--- config.mk ---
export PLATFORM = sky130hd
export DESIGN_NAME = axi4_lite_to_wb_bridge_flat
export DESIGN_NICKNAME = d
export VERILOG_FILES = /design/src/rtl/axi_wb_pkg.sv /design/src/rtl/axi4_lite_to_wb_bridge_if.sv /design/src/rtl/bridge_timeout_ctr.sv /design/src/rtl/axi4_lite_to_wb_bridge.sv /design/src/flat_wrapper.sv
export SDC_FILE = /design/constraint.sdc
export NUM_CORES = 1
export LEC_CHECK = 0
export ABC_AREA = 1
export BUFFER_PORTS_ARGS = -buffer_cell sky130_fd_sc_hd__buf_2
export CAP_MARGIN = 5
export CORE_ASPECT_RATIO = 1.1
export CORE_UTILIZATION = 37
export DETAILED_ROUTE_END_ITERATION = 8
export PLACE_DENSITY = 0.7
export SYNTH_ARGS = -nofsm -noshare
export SYNTH_HDL_FRONTEND = slang
export SYNTH_HIERARCHICAL = 1
export SYNTH_SLANG_ARGS = --single-unit
--- constraint.sdc ---
create_clock -name wb_clk_i -period 13.2 [get_ports wb_clk_i]
set_input_delay 1.32 -clock wb_clk_i [delete_from_list [all_inputs] [get_ports wb_clk_i]]
set_output_delay 1.32 -clock wb_clk_i [all_outputs]
set_load 0.05 [all_outputs]
--- src/rtl/axi_wb_pkg.sv ---
// Shared definitions for the AXI4-Lite <-> Wishbone bridges.
// Latency: n/a (types, constants and a constant function only).
// Backpressure: n/a.
//
// Contents: AXI response codes, bridge state encoding, clog2 helper.
package axi_wb_pkg;

  localparam logic [1:0] RESP_OKAY   = 2'b00;
  localparam logic [1:0] RESP_SLVERR = 2'b10;

  typedef enum logic [2:0] {
    IDLE   = 3'd0,
    WB_WR  = 3'd1,
    WB_RD  = 3'd2,
    B_RESP = 3'd3,
    R_RESP = 3'd4
  } state_t;

  // Ceiling log2; clog2(1) = 0, clog2(2) = 1, clog2(9) = 4.
  function automatic int clog2(input int value);
    int r;
    r = 0;
    for (int v = value - 1; v > 0; v = v >> 1) begin
      r = r + 1;
    end
    return r;
  endfunction

endpackage

--- src/rtl/axi4_lite_to_wb_bridge_if.sv ---
// Bus bundles for the AXI4-Lite to Wishbone bridge.
// Latency: n/a (wiring only).
// Backpressure: AXI channels use valid/ready; Wishbone uses cyc/stb with ack/err.
//
// axi_lite_if: AXI4-Lite channels (AW, W, B, AR, R); master drives valids, slave drives readies.
// wb_if:       Wishbone classic bus; master drives cyc/stb/we/adr/dat_o/sel, slave drives dat_i/ack/err.
interface axi_lite_if #(
  parameter int ADDR_WIDTH = 32,
  parameter int DATA_WIDTH = 32
) ();
  logic                      s_awvalid;
  logic [ADDR_WIDTH-1:0]     s_awaddr;
  logic                      s_awready;
  logic                      s_wvalid;
  logic [DATA_WIDTH-1:0]     s_wdata;
  logic [DATA_WIDTH/8-1:0]   s_wstrb;
  logic                      s_wready;
  logic                      s_bvalid;
  logic [1:0]                s_bresp;
  logic                      s_bready;
  logic                      s_arvalid;
  logic [ADDR_WIDTH-1:0]     s_araddr;
  logic                      s_arready;
  logic                      s_rvalid;
  logic [DATA_WIDTH-1:0]     s_rdata;
  logic [1:0]                s_rresp;
  logic                      s_rready;

  modport master (
    output s_awvalid, s_awaddr, s_wvalid, s_wdata, s_wstrb, s_bready,
           s_arvalid, s_araddr, s_rready,
    input  s_awready, s_wready, s_bvalid, s_bresp, s_arready,
           s_rvalid, s_rdata, s_rresp
  );

  modport slave (
    input  s_awvalid, s_awaddr, s_wvalid, s_wdata, s_wstrb, s_bready,
           s_arvalid, s_araddr, s_rready,
    output s_awready, s_wready, s_bvalid, s_bresp, s_arready,
           s_rvalid, s_rdata, s_rresp
  );
endinterface

interface wb_if #(
  parameter int ADDR_WIDTH = 32,
  parameter int DATA_WIDTH = 32
) ();
  logic                      wb_cyc_o;
  logic                      wb_stb_o;
  logic                      wb_we_o;
  logic [ADDR_WIDTH-1:0]     wb_adr_o;
  logic [DATA_WIDTH-1:0]     wb_dat_o;
  logic [DATA_WIDTH/8-1:0]   wb_sel_o;
  logic [DATA_WIDTH-1:0]     wb_dat_i;
  logic                      wb_ack_i;
  logic                      wb_err_i;

  modport master (
    output wb_cyc_o, wb_stb_o, wb_we_o, wb_adr_o, wb_dat_o, wb_sel_o,
    input  wb_dat_i, wb_ack_i, wb_err_i
  );

  modport slave (
    input  wb_cyc_o, wb_stb_o, wb_we_o, wb_adr_o, wb_dat_o, wb_sel_o,
    output wb_dat_i, wb_ack_i, wb_err_i
  );
endinterface

--- src/rtl/bridge_timeout_ctr.sv ---
// Watchdog for a Wishbone cycle: flags the cycle in which the wait reaches TIMEOUT.
// Latency: expired is combinational on en and the registered count.
// Backpressure: none; en stalls the count, clr restarts it; TIMEOUT=0 never expires.
//
// Ports: wb_clk_i, wb_rst_i (async, active-high), clr (restart count),
//        en (cycle without ack/err), expired (this is the TIMEOUT-th such cycle).
module bridge_timeout_ctr
  import axi_wb_pkg::*;
#(
  parameter int TIMEOUT = 1000
) (
  input  logic wb_clk_i,
  input  logic wb_rst_i,
  input  logic clr,
  input  logic en,
  output logic expired
);

  generate
    if (TIMEOUT == 0) begin : g_off
      assign expired = 1'b0;
    end else begin : g_on
      localparam int CW = clog2(TIMEOUT + 1);
      logic [CW-1:0] cnt;

      always_ff @(posedge wb_clk_i or posedge wb_rst_i) begin
        if (wb_rst_i) begin
          cnt <= '0;
        end else if (clr) begin
          cnt <= '0;
        end else if (en) begin
          cnt <= cnt + CW'(1);
        end
      end

      // The edge closing this cycle would bring the count to TIMEOUT, so the
      // owner can terminate on that same edge instead of one cycle later.
      assign expired = en && (cnt == CW'(TIMEOUT - 1));
    end
  endgenerate

endmodule

--- src/rtl/axi4_lite_to_wb_bridge.sv ---
// AXI4-Lite slave to Wishbone classic master; serialises reads and writes onto one WB cycle.
// Latency: zero-wait slave gives B/R valid 2 edges after the last AW/W (or AR) handshake.
// Backpressure: one holding register per AW/W/AR, ready = !full; B/R held until bready/rready.
//
// Ports: wb_clk_i, wb_rst_i (async, active-high); s_axi (axi_lite_if.slave);
//        wb (wb_if.master). Timeout of TIMEOUT WB cycles answers SLVERR (0 disables).
module axi4_lite_to_wb_bridge
  import axi_wb_pkg::*;
#(
  parameter int DATA_WIDTH = 32,
  parameter int ADDR_WIDTH = 32,
  parameter int TIMEOUT    = 1000
) (
  input  logic        wb_clk_i,
  input  logic        wb_rst_i,
  axi_lite_if.slave   s_axi,
  wb_if.master        wb
);

  localparam int STRB_W = DATA_WIDTH / 8;

  state_t                  state;
  logic                    last_wr;

  logic                    aw_full, w_full, ar_full;
  logic                    aw_full_nx, w_full_nx, ar_full_nx;
  logic [ADDR_WIDTH-1:0]   aw_addr_q;
  logic [DATA_WIDTH-1:0]   w_data_q;
  logic [STRB_W-1:0]       w_strb_q;
  logic [ADDR_WIDTH-1:0]   ar_addr_q;

  logic                    awready_q, wready_q, arready_q;
  logic                    bvalid_q, rvalid_q;
  logic [1:0]              bresp_q, rresp_q;
  logic [DATA_WIDTH-1:0]   rdata_q;

  logic                    cyc_q, we_q;
  logic [ADDR_WIDTH-1:0]   adr_q;
  logic [DATA_WIDTH-1:0]   dat_o_q;
  logic [STRB_W-1:0]       sel_q;

  logic aw_hs, w_hs, ar_hs;
  logic in_wb, tmo_expired, term, wr_term, rd_term;
  logic write_req, read_req;
  logic [1:0] term_resp;

  assign aw_hs = s_axi.s_awvalid & awready_q;
  assign w_hs  = s_axi.s_wvalid  & wready_q;
  assign ar_hs = s_axi.s_arvalid & arready_q;

  assign in_wb   = (state == WB_WR) || (state == WB_RD);
  assign term    = in_wb && (wb.wb_ack_i || wb.wb_err_i || tmo_expired);
  assign wr_term = term && (state == WB_WR);
  assign rd_term = term && (state == WB_RD);
  // Anything other than a clean ack (err, err+ack, timeout) is SLVERR.
  assign term_resp = (wb.wb_err_i || !wb.wb_ack_i) ? RESP_SLVERR : RESP_OKAY;

  assign write_req = aw_full & w_full;
  assign read_req  = ar_full;

  bridge_timeout_ctr #(.TIMEOUT(TIMEOUT)) u_tmo (
    .wb_clk_i (wb_clk_i),
    .wb_rst_i (wb_rst_i),
    .clr      (!in_wb),
    .en       (in_wb && !wb.wb_ack_i && !wb.wb_err_i),
    .expired  (tmo_expired)
  );

  // Full flags free up when the WB cycle ends, so the next request can be
  // captured while the response is still waiting on the master.
  always_comb begin
    aw_full_nx = aw_full;
    w_full_nx  = w_full;
    ar_full_nx = ar_full;
    if (aw_hs)        aw_full_nx = 1'b1;
    else if (wr_term) aw_full_nx = 1'b0;
    if (w_hs)         w_full_nx  = 1'b1;
    else if (wr_term) w_full_nx  = 1'b0;
    if (ar_hs)        ar_full_nx = 1'b1;
    else if (rd_term) ar_full_nx = 1'b0;
  end

  always_ff @(posedge wb_clk_i or posedge wb_rst_i) begin
    if (wb_rst_i) begin
      state     <= IDLE;
      last_wr   <= 1'b1;
      aw_full   <= 1'b0;
      w_full    <= 1'b0;
      ar_full   <= 1'b0;
      aw_addr_q <= '0;
      w_data_q  <= '0;
      w_strb_q  <= '0;
      ar_addr_q <= '0;
      awready_q <= 1'b0;
      wready_q  <= 1'b0;
      arready_q <= 1'b0;
      bvalid_q  <= 1'b0;
      bresp_q   <= 2'b00;
      rvalid_q  <= 1'b0;
      rresp_q   <= 2'b00;
      rdata_q   <= '0;
      cyc_q     <= 1'b0;
      we_q      <= 1'b0;
      adr_q     <= '0;
      dat_o_q   <= '0;
      sel_q     <= '0;
    end else begin
      aw_full   <= aw_full_nx;
      w_full    <= w_full_nx;
      ar_full   <= ar_full_nx;
      awready_q <= !aw_full_nx;
      wready_q  <= !w_full_nx;
      arready_q <= !ar_full_nx;

      if (aw_hs) aw_addr_q <= s_axi.s_awaddr;
      if (w_hs) begin
        w_data_q <= s_axi.s_wdata;
        w_strb_q <= s_axi.s_wstrb;
      end
      if (ar_hs) ar_addr_q <= s_axi.s_araddr;

      case (state)
        IDLE: begin
          // On contention the type not served last goes first.
          if (read_req && (!write_req || last_wr)) begin
            cyc_q   <= 1'b1;
            we_q    <= 1'b0;
            adr_q   <= ar_addr_q;
            sel_q   <= '1;
            dat_o_q <= '0;
            last_wr <= 1'b0;
            state   <= WB_RD;
          end else if (write_req) begin
            cyc_q   <= 1'b1;
            we_q    <= 1'b1;
            adr_q   <= aw_addr_q;
            sel_q   <= w_strb_q;
            dat_o_q <= w_data_q;
            last_wr <= 1'b1;
            state   <= WB_WR;
          end
        end
        WB_WR: begin
          if (term) begin
            cyc_q    <= 1'b0;
            bvalid_q <= 1'b1;
            bresp_q  <= term_resp;
            state    <= B_RESP;
          end
        end
        WB_RD: begin
          if (term) begin
            cyc_q    <= 1'b0;
            rvalid_q <= 1'b1;
            rresp_q  <= term_resp;
            rdata_q  <= (wb.wb_ack_i && !wb.wb_err_i) ? wb.wb_dat_i : '0;
            state    <= R_RESP;
          end
        end
        B_RESP: begin
          if (s_axi.s_bready) begin
            bvalid_q <= 1'b0;
            state    <= IDLE;
          end
        end
        R_RESP: begin
          if (s_axi.s_rready) begin
            rvalid_q <= 1'b0;
            state    <= IDLE;
          end
        end
        default: state <= IDLE;
      endcase
    end
  end

  assign s_axi.s_awready = awready_q;
  assign s_axi.s_wready  = wready_q;
  assign s_axi.s_arready = arready_q;
  assign s_axi.s_bvalid  = bvalid_q;
  assign s_axi.s_bresp   = bresp_q;
  assign s_axi.s_rvalid  = rvalid_q;
  assign s_axi.s_rresp   = rresp_q;
  assign s_axi.s_rdata   = rdata_q;

  // Classic mode only: stb is the same register as cyc.
  assign wb.wb_cyc_o = cyc_q;
  assign wb.wb_stb_o = cyc_q;
  assign wb.wb_we_o  = we_q;
  assign wb.wb_adr_o = adr_q;
  assign wb.wb_dat_o = dat_o_q;
  assign wb.wb_sel_o = sel_q;

endmodule

--- src/flat_wrapper.sv ---
// flat-port wrapper written by rule: the top's interface ports become plain ports
module axi4_lite_to_wb_bridge_flat import axi_wb_pkg::*;
#(
  parameter int DATA_WIDTH = 32,
  parameter int ADDR_WIDTH = 32,
  parameter int TIMEOUT    = 1000
)
  (wb_clk_i, wb_rst_i, s_axi_s_awvalid, s_axi_s_awaddr, s_axi_s_wvalid, s_axi_s_wdata, s_axi_s_wstrb, s_axi_s_bready, s_axi_s_arvalid, s_axi_s_araddr, s_axi_s_rready, s_axi_s_awready, s_axi_s_wready, s_axi_s_bvalid, s_axi_s_bresp, s_axi_s_arready, s_axi_s_rvalid, s_axi_s_rdata, s_axi_s_rresp, wb_wb_cyc_o, wb_wb_stb_o, wb_wb_we_o, wb_wb_adr_o, wb_wb_dat_o, wb_wb_sel_o, wb_wb_dat_i, wb_wb_ack_i, wb_wb_err_i);
  axi_lite_if #(.ADDR_WIDTH(ADDR_WIDTH), .DATA_WIDTH(DATA_WIDTH)) s_axi_i ();
  wb_if #(.ADDR_WIDTH(ADDR_WIDTH), .DATA_WIDTH(DATA_WIDTH)) wb_i ();
  input  logic wb_clk_i;
  input  logic wb_rst_i;
  input wire logic [$bits(s_axi_i.s_awvalid)-1:0] s_axi_s_awvalid;
  input wire logic [$bits(s_axi_i.s_awaddr)-1:0] s_axi_s_awaddr;
  input wire logic [$bits(s_axi_i.s_wvalid)-1:0] s_axi_s_wvalid;
  input wire logic [$bits(s_axi_i.s_wdata)-1:0] s_axi_s_wdata;
  input wire logic [$bits(s_axi_i.s_wstrb)-1:0] s_axi_s_wstrb;
  input wire logic [$bits(s_axi_i.s_bready)-1:0] s_axi_s_bready;
  input wire logic [$bits(s_axi_i.s_arvalid)-1:0] s_axi_s_arvalid;
  input wire logic [$bits(s_axi_i.s_araddr)-1:0] s_axi_s_araddr;
  input wire logic [$bits(s_axi_i.s_rready)-1:0] s_axi_s_rready;
  output wire logic [$bits(s_axi_i.s_awready)-1:0] s_axi_s_awready;
  output wire logic [$bits(s_axi_i.s_wready)-1:0] s_axi_s_wready;
  output wire logic [$bits(s_axi_i.s_bvalid)-1:0] s_axi_s_bvalid;
  output wire logic [$bits(s_axi_i.s_bresp)-1:0] s_axi_s_bresp;
  output wire logic [$bits(s_axi_i.s_arready)-1:0] s_axi_s_arready;
  output wire logic [$bits(s_axi_i.s_rvalid)-1:0] s_axi_s_rvalid;
  output wire logic [$bits(s_axi_i.s_rdata)-1:0] s_axi_s_rdata;
  output wire logic [$bits(s_axi_i.s_rresp)-1:0] s_axi_s_rresp;
  output wire logic [$bits(wb_i.wb_cyc_o)-1:0] wb_wb_cyc_o;
  output wire logic [$bits(wb_i.wb_stb_o)-1:0] wb_wb_stb_o;
  output wire logic [$bits(wb_i.wb_we_o)-1:0] wb_wb_we_o;
  output wire logic [$bits(wb_i.wb_adr_o)-1:0] wb_wb_adr_o;
  output wire logic [$bits(wb_i.wb_dat_o)-1:0] wb_wb_dat_o;
  output wire logic [$bits(wb_i.wb_sel_o)-1:0] wb_wb_sel_o;
  input wire logic [$bits(wb_i.wb_dat_i)-1:0] wb_wb_dat_i;
  input wire logic [$bits(wb_i.wb_ack_i)-1:0] wb_wb_ack_i;
  input wire logic [$bits(wb_i.wb_err_i)-1:0] wb_wb_err_i;
  assign s_axi_i.s_awvalid = s_axi_s_awvalid;
  assign s_axi_i.s_awaddr = s_axi_s_awaddr;
  assign s_axi_i.s_wvalid = s_axi_s_wvalid;
  assign s_axi_i.s_wdata = s_axi_s_wdata;
  assign s_axi_i.s_wstrb = s_axi_s_wstrb;
  assign s_axi_i.s_bready = s_axi_s_bready;
  assign s_axi_i.s_arvalid = s_axi_s_arvalid;
  assign s_axi_i.s_araddr = s_axi_s_araddr;
  assign s_axi_i.s_rready = s_axi_s_rready;
  assign s_axi_s_awready = s_axi_i.s_awready;
  assign s_axi_s_wready = s_axi_i.s_wready;
  assign s_axi_s_bvalid = s_axi_i.s_bvalid;
  assign s_axi_s_bresp = s_axi_i.s_bresp;
  assign s_axi_s_arready = s_axi_i.s_arready;
  assign s_axi_s_rvalid = s_axi_i.s_rvalid;
  assign s_axi_s_rdata = s_axi_i.s_rdata;
  assign s_axi_s_rresp = s_axi_i.s_rresp;
  assign wb_wb_cyc_o = wb_i.wb_cyc_o;
  assign wb_wb_stb_o = wb_i.wb_stb_o;
  assign wb_wb_we_o = wb_i.wb_we_o;
  assign wb_wb_adr_o = wb_i.wb_adr_o;
  assign wb_wb_dat_o = wb_i.wb_dat_o;
  assign wb_wb_sel_o = wb_i.wb_sel_o;
  assign wb_i.wb_dat_i = wb_wb_dat_i;
  assign wb_i.wb_ack_i = wb_wb_ack_i;
  assign wb_i.wb_err_i = wb_wb_err_i;
  axi4_lite_to_wb_bridge #(.DATA_WIDTH(DATA_WIDTH), .ADDR_WIDTH(ADDR_WIDTH), .TIMEOUT(TIMEOUT)) u_core (.wb_clk_i(wb_clk_i), .wb_rst_i(wb_rst_i), .s_axi(s_axi_i), .wb(wb_i));
endmodule
==> results.env <==
CRITICAL-PATH-TOP-CELL-BY-COUNT='nor3_1'
HPWLAFTERDP_UM=15000
COUNT_OF_UNIQUE_LIBRARY_CELLS_INSTANTIATED_BY_YOSYS=32
START_UTIL_PCT=38.0
LAYOUT_COMMONEST_CELL='nand2_1'
TIMING.CRITICAL_PATH.TO_TYPE='flip-flop'
REQUIRED_NS=13.60
GRT-OVFL-TOTAL=0
CLOCK_SKEW_NS=0.0103
TRITONCTS='yes'
CTS_BUFFER_DEPTH=3
LATER_PIN_CLOCK_LATENCY_IN_THE_SKEW_REPORT_NS=0.52
P_SEQ_SHARE_PCT=34.9
CLOCK-ROOT-BUFFER='clkbuf_16'
FP.DIEW_UM=151
NUMCLOCKSINKS=226
POWER.NET_SWITCHING_mW=1.55
NUMBER_OF_ANTENNA_VIOLATIONS_AT_THE_FIRST_CHECK_IN_GLOBAL_ROUTING=1
LEAKAGEPOWER_nW=6.12
ASYNC_SR_FLOP_FRACTION_PCT=100
PLACEMENTROWS=59
POWER.SHARE.COMBINATIONAL_PCT=44.3
SYNTH.YOSYS.WARNINGS=6
GRT_MAX_DEGREE=144
CLKTRANSATPATHREGS_NS=0.06
GR-USAGE-ALL-LAYERS_PCT=18.9
COUNT_OF_BUFFERS_ADDED_BY_POST_CTS_TIMING_REPAIR_FOR_SETUP=0
PRECTSSETUPSLACK_NS=9.62
INTERNAL_POWER_mW=1.78
MAX_SLEW_MARGIN_PCT=22.1
MOSTFREQUENTLAYOUTCELLS='405 x nand2_1, 250 x buf_2, 225 x dfrtp_1, 95 x a21oi_1, 80 x nor2_1'
YOSYS_REGISTER_BITS=226
SHARE_CLK_OF_TOTAL_POWER_PCT=20.8
REGAREA_UM2=5660
FMAX_GHz=0.332
PERIOD_MINUS_SLACK_NS=3.01
NETSWITCHINGFRACTION_PCT=46.4
DETAILEDROUTE.FIRSTPASSITERATIONCOUNT=7
CRITPATHARRIVALTIME_NS=3.41
FIN_CRIT_SH_PCT=22.8
GRT_PASS1_WL_UM=37800
WORST_SLEW_PIN_SLEW_NS=1.17
WORST_IR_DROP_VDD_mV=0.137
FINALNETCOUNT=1383
CRITICAL-PATH-MAX-STAGE-DELAY_NS=0.57
FINAL_LAYOUT_SIZE_SUFFIX_GT1_SHARE_PCT=26.7
TOTALWIRELENGTH_UM=23600
HP-CLASS='flip-flop to flip-flop'
GP_CONGESTION=0.788
SLEW_VIOLATIONS=0
VIA_COUNT_OF_THE_FIRST_GLOBAL_ROUTING_PASS=7478
VIAS=7369
POWER_DENSITY_nW_PER_UM2=293
CRITICAL_PATH.CELL_CHAIN='buf_2, nor3_1, nand3_1, nor4_1, nor3_1, nor2_1, inv_2, a21oi_1, inv_1'
MAPPEDNETLISTAREA_UM2=9090
SLOWEST_STAGE='nor3_1'
SETUP.WORST_PATH.START_CLASS='input port'
CTS_H_TREE_LVLS=1
DRT-WIRELENGTH-PER-CELL_UM=15.1
FP.DIEAREA_UM2=25200
POST_CTS_RESIZED=0
CAP_VIOLATIONS=0
ANTENNA_VIOLATING_NETS_POST_ROUTE=0
SYN_INST=1006
TIMING.CRITICAL_PATH.BUF_INV=3
FIN_SETUP_TNS_NS=0
CTS_BUFFERS=25
FINAL-SETUP-VIOL-COUNT=0
DRT-INITIAL-DRC-COUNT=326
DRC_ERRORS=0
CRITICALPATHCATEGORY='input port to flip-flop'
UNREPAIRED_SETUP_ENDPOINTS_AFTER_GLOBAL_ROUTING='no'
OUTCOME='finished clean'
FILLERINSTANCES=2354
CRITICAL_PATH.TOP_DELAY_FAMILY='simple AND/OR/NAND/NOR gates'
SYNTH_EDF_COUNT=0
PATH_MAX_FANOUT=35
AREA_DELTA_SYNTH_FINAL_PCT=24.9
IO_PINS=253
HOLDBUFCOUNTCTS=0
PLACEABLECOREAREA_UM2=23900
TIMING_HOLD_VIOLATIONS_FINAL=0
FINAL.SETUP.WORST_SLACK_NS=10.19
YS_SEQ_AREA_SHARE_PCT=62.2
FP.DIEH_UM=166
SYNTH_TOP_FLOP_CELL='dfrtp_1'
SYNTHESIS.AREA_PER_INSTANCE_UM2=9.04
POST_DRT_VIA_CELL_RATIO=4.71
PORT_BUFFERS=250
MULTI_INPUT_AREA_UM2=2940
==> power by group through the flow <==
stage / sequential (mW) / combinational (mW) / clock [mW]
floorplan: 1.63 / 0.671 / 0
global placement: 1.16 / 1.46 / 0
detailed placement: 1.17 / 1.49 / 0
CTS: 1.17 / 1.49 / 0.713
global route: 1.20 / 1.62 / 0.743
finish: 1.16 / 1.47 / 0.692
==> flip-flops by register name, summed over array words and instances, names as in the netlist, 3 cells and up <==
register and flops:
u_core/ar_addr_q 32, u_core/u_tmo/g_on.cnt 10, u_core/w_data_q 32, u_core/state 3, u_core/wb.wb_sel_o 4, u_core/wb.wb_dat_o 32, u_core/s_axi.s_rdata 32, u_core/aw_addr_q 32
u_core/wb.wb_adr_o 32, u_core/w_strb_q 4
==> Yosys cell counts, types with 6 or more instances <==
cell type | n | area (µm²)
nand2_1 | 406 | 1520
dfrtp_1 | 225 | 5630
a21oi_1 | 95 | 475
nor2_1 | 80 | 300
inv_1 | 54 | 203
o21ai_0 | 34 | 170
clkbuf_1 | 21 | 78.8
mux2_2 | 13 | 146
nand3_1 | 11 | 55.1
buf_2 | 10 | 50.1
buf_6 | 9 | 101
nor2_2 | 7 | 43.8
buf_4 | 6 | 45.0
==> metal layers <==
metal / track usage (%) / up-vias / wire length, µm
li1: - / 3600 / -
met1: 23.5 / 3485 / 9950
met2: 32.6 / 258 / 11300
met3: 4.42 / 26 / 1940
met4: 4.70 / 0 / 372
met5: 0 / - / 0
==> final cells by class <==
class                   count  area share (%)
multi-input cells         674            25.9
inverters                  58            2.01
repair buffers            256            11.6
clock inverters             5           0.474
clock buffers              41            6.83
well taps                 305            3.36
flip-flops and latches    226            49.8
diodes                      1          0.0220
==> final timing paths <==
path	end	depth (start not counted)	startpoint	slack (ns)
max in group asynchronous	u_core/wb.wb_dat_o[14]	3	wb_rst_i	10.76
setup reg to reg	u_core/ar_full	12	u_core/state[2]	10.22
hold / removal	u_core/s_axi.s_rdata[0]	2	u_core/s_axi.s_rdata[0]	0.47
min in group asynchronous	u_core/u_tmo/g_on.cnt[1]	2	wb_rst_i	0.85
hold reg to reg	u_core/s_axi.s_rdata[0]	2	u_core/s_axi.s_rdata[0]	0.47
setup / recovery	u_core/ar_full	9	wb_wb_err_i	10.19
==> cells by family (layout without fill, tap and decap cells) <==
kind of cell	Yosys count	in the layout	synth area share, %
buf+inv	107	360	5.57
flops	226	226	62.2
fa+ha+maj	1	1	0.138
other cells	1	3	0.0413
simple gates	523	523	22.8
mux	13	13	1.61
compound gates	135	135	7.64
==> worst register-to-register path, delay by kind of cell, from the launching register on <==
family / cells / cell delay, ns
compound gates: 1 / 0.28
buf+inv: 4 / 0.54
simple gates: 7 / 1.63
flops: 1 / 0.42
==> metrics by stage <==
step / hold WS, ns / std cells / total power [mW] / utilization (%) / cell area [µm²]
finish: 0.468 / 1566 / 3.33 / 47.5 / 11400
global route: 0.496 / 1566 / 3.57 / 47.5 / 11400
CTS: 0.472 / 1564 / 3.37 / 47.3 / 11300
detailed placement: 0.457 / 1518 / 2.66 / 43.9 / 10500
global placement: 0.453 / 1518 / 2.62 / 43.9 / 10500
floorplan: 0.449 / 1007 / 2.30 / - / 9090
Note: power is estimated with default switching activity, not from simulation.
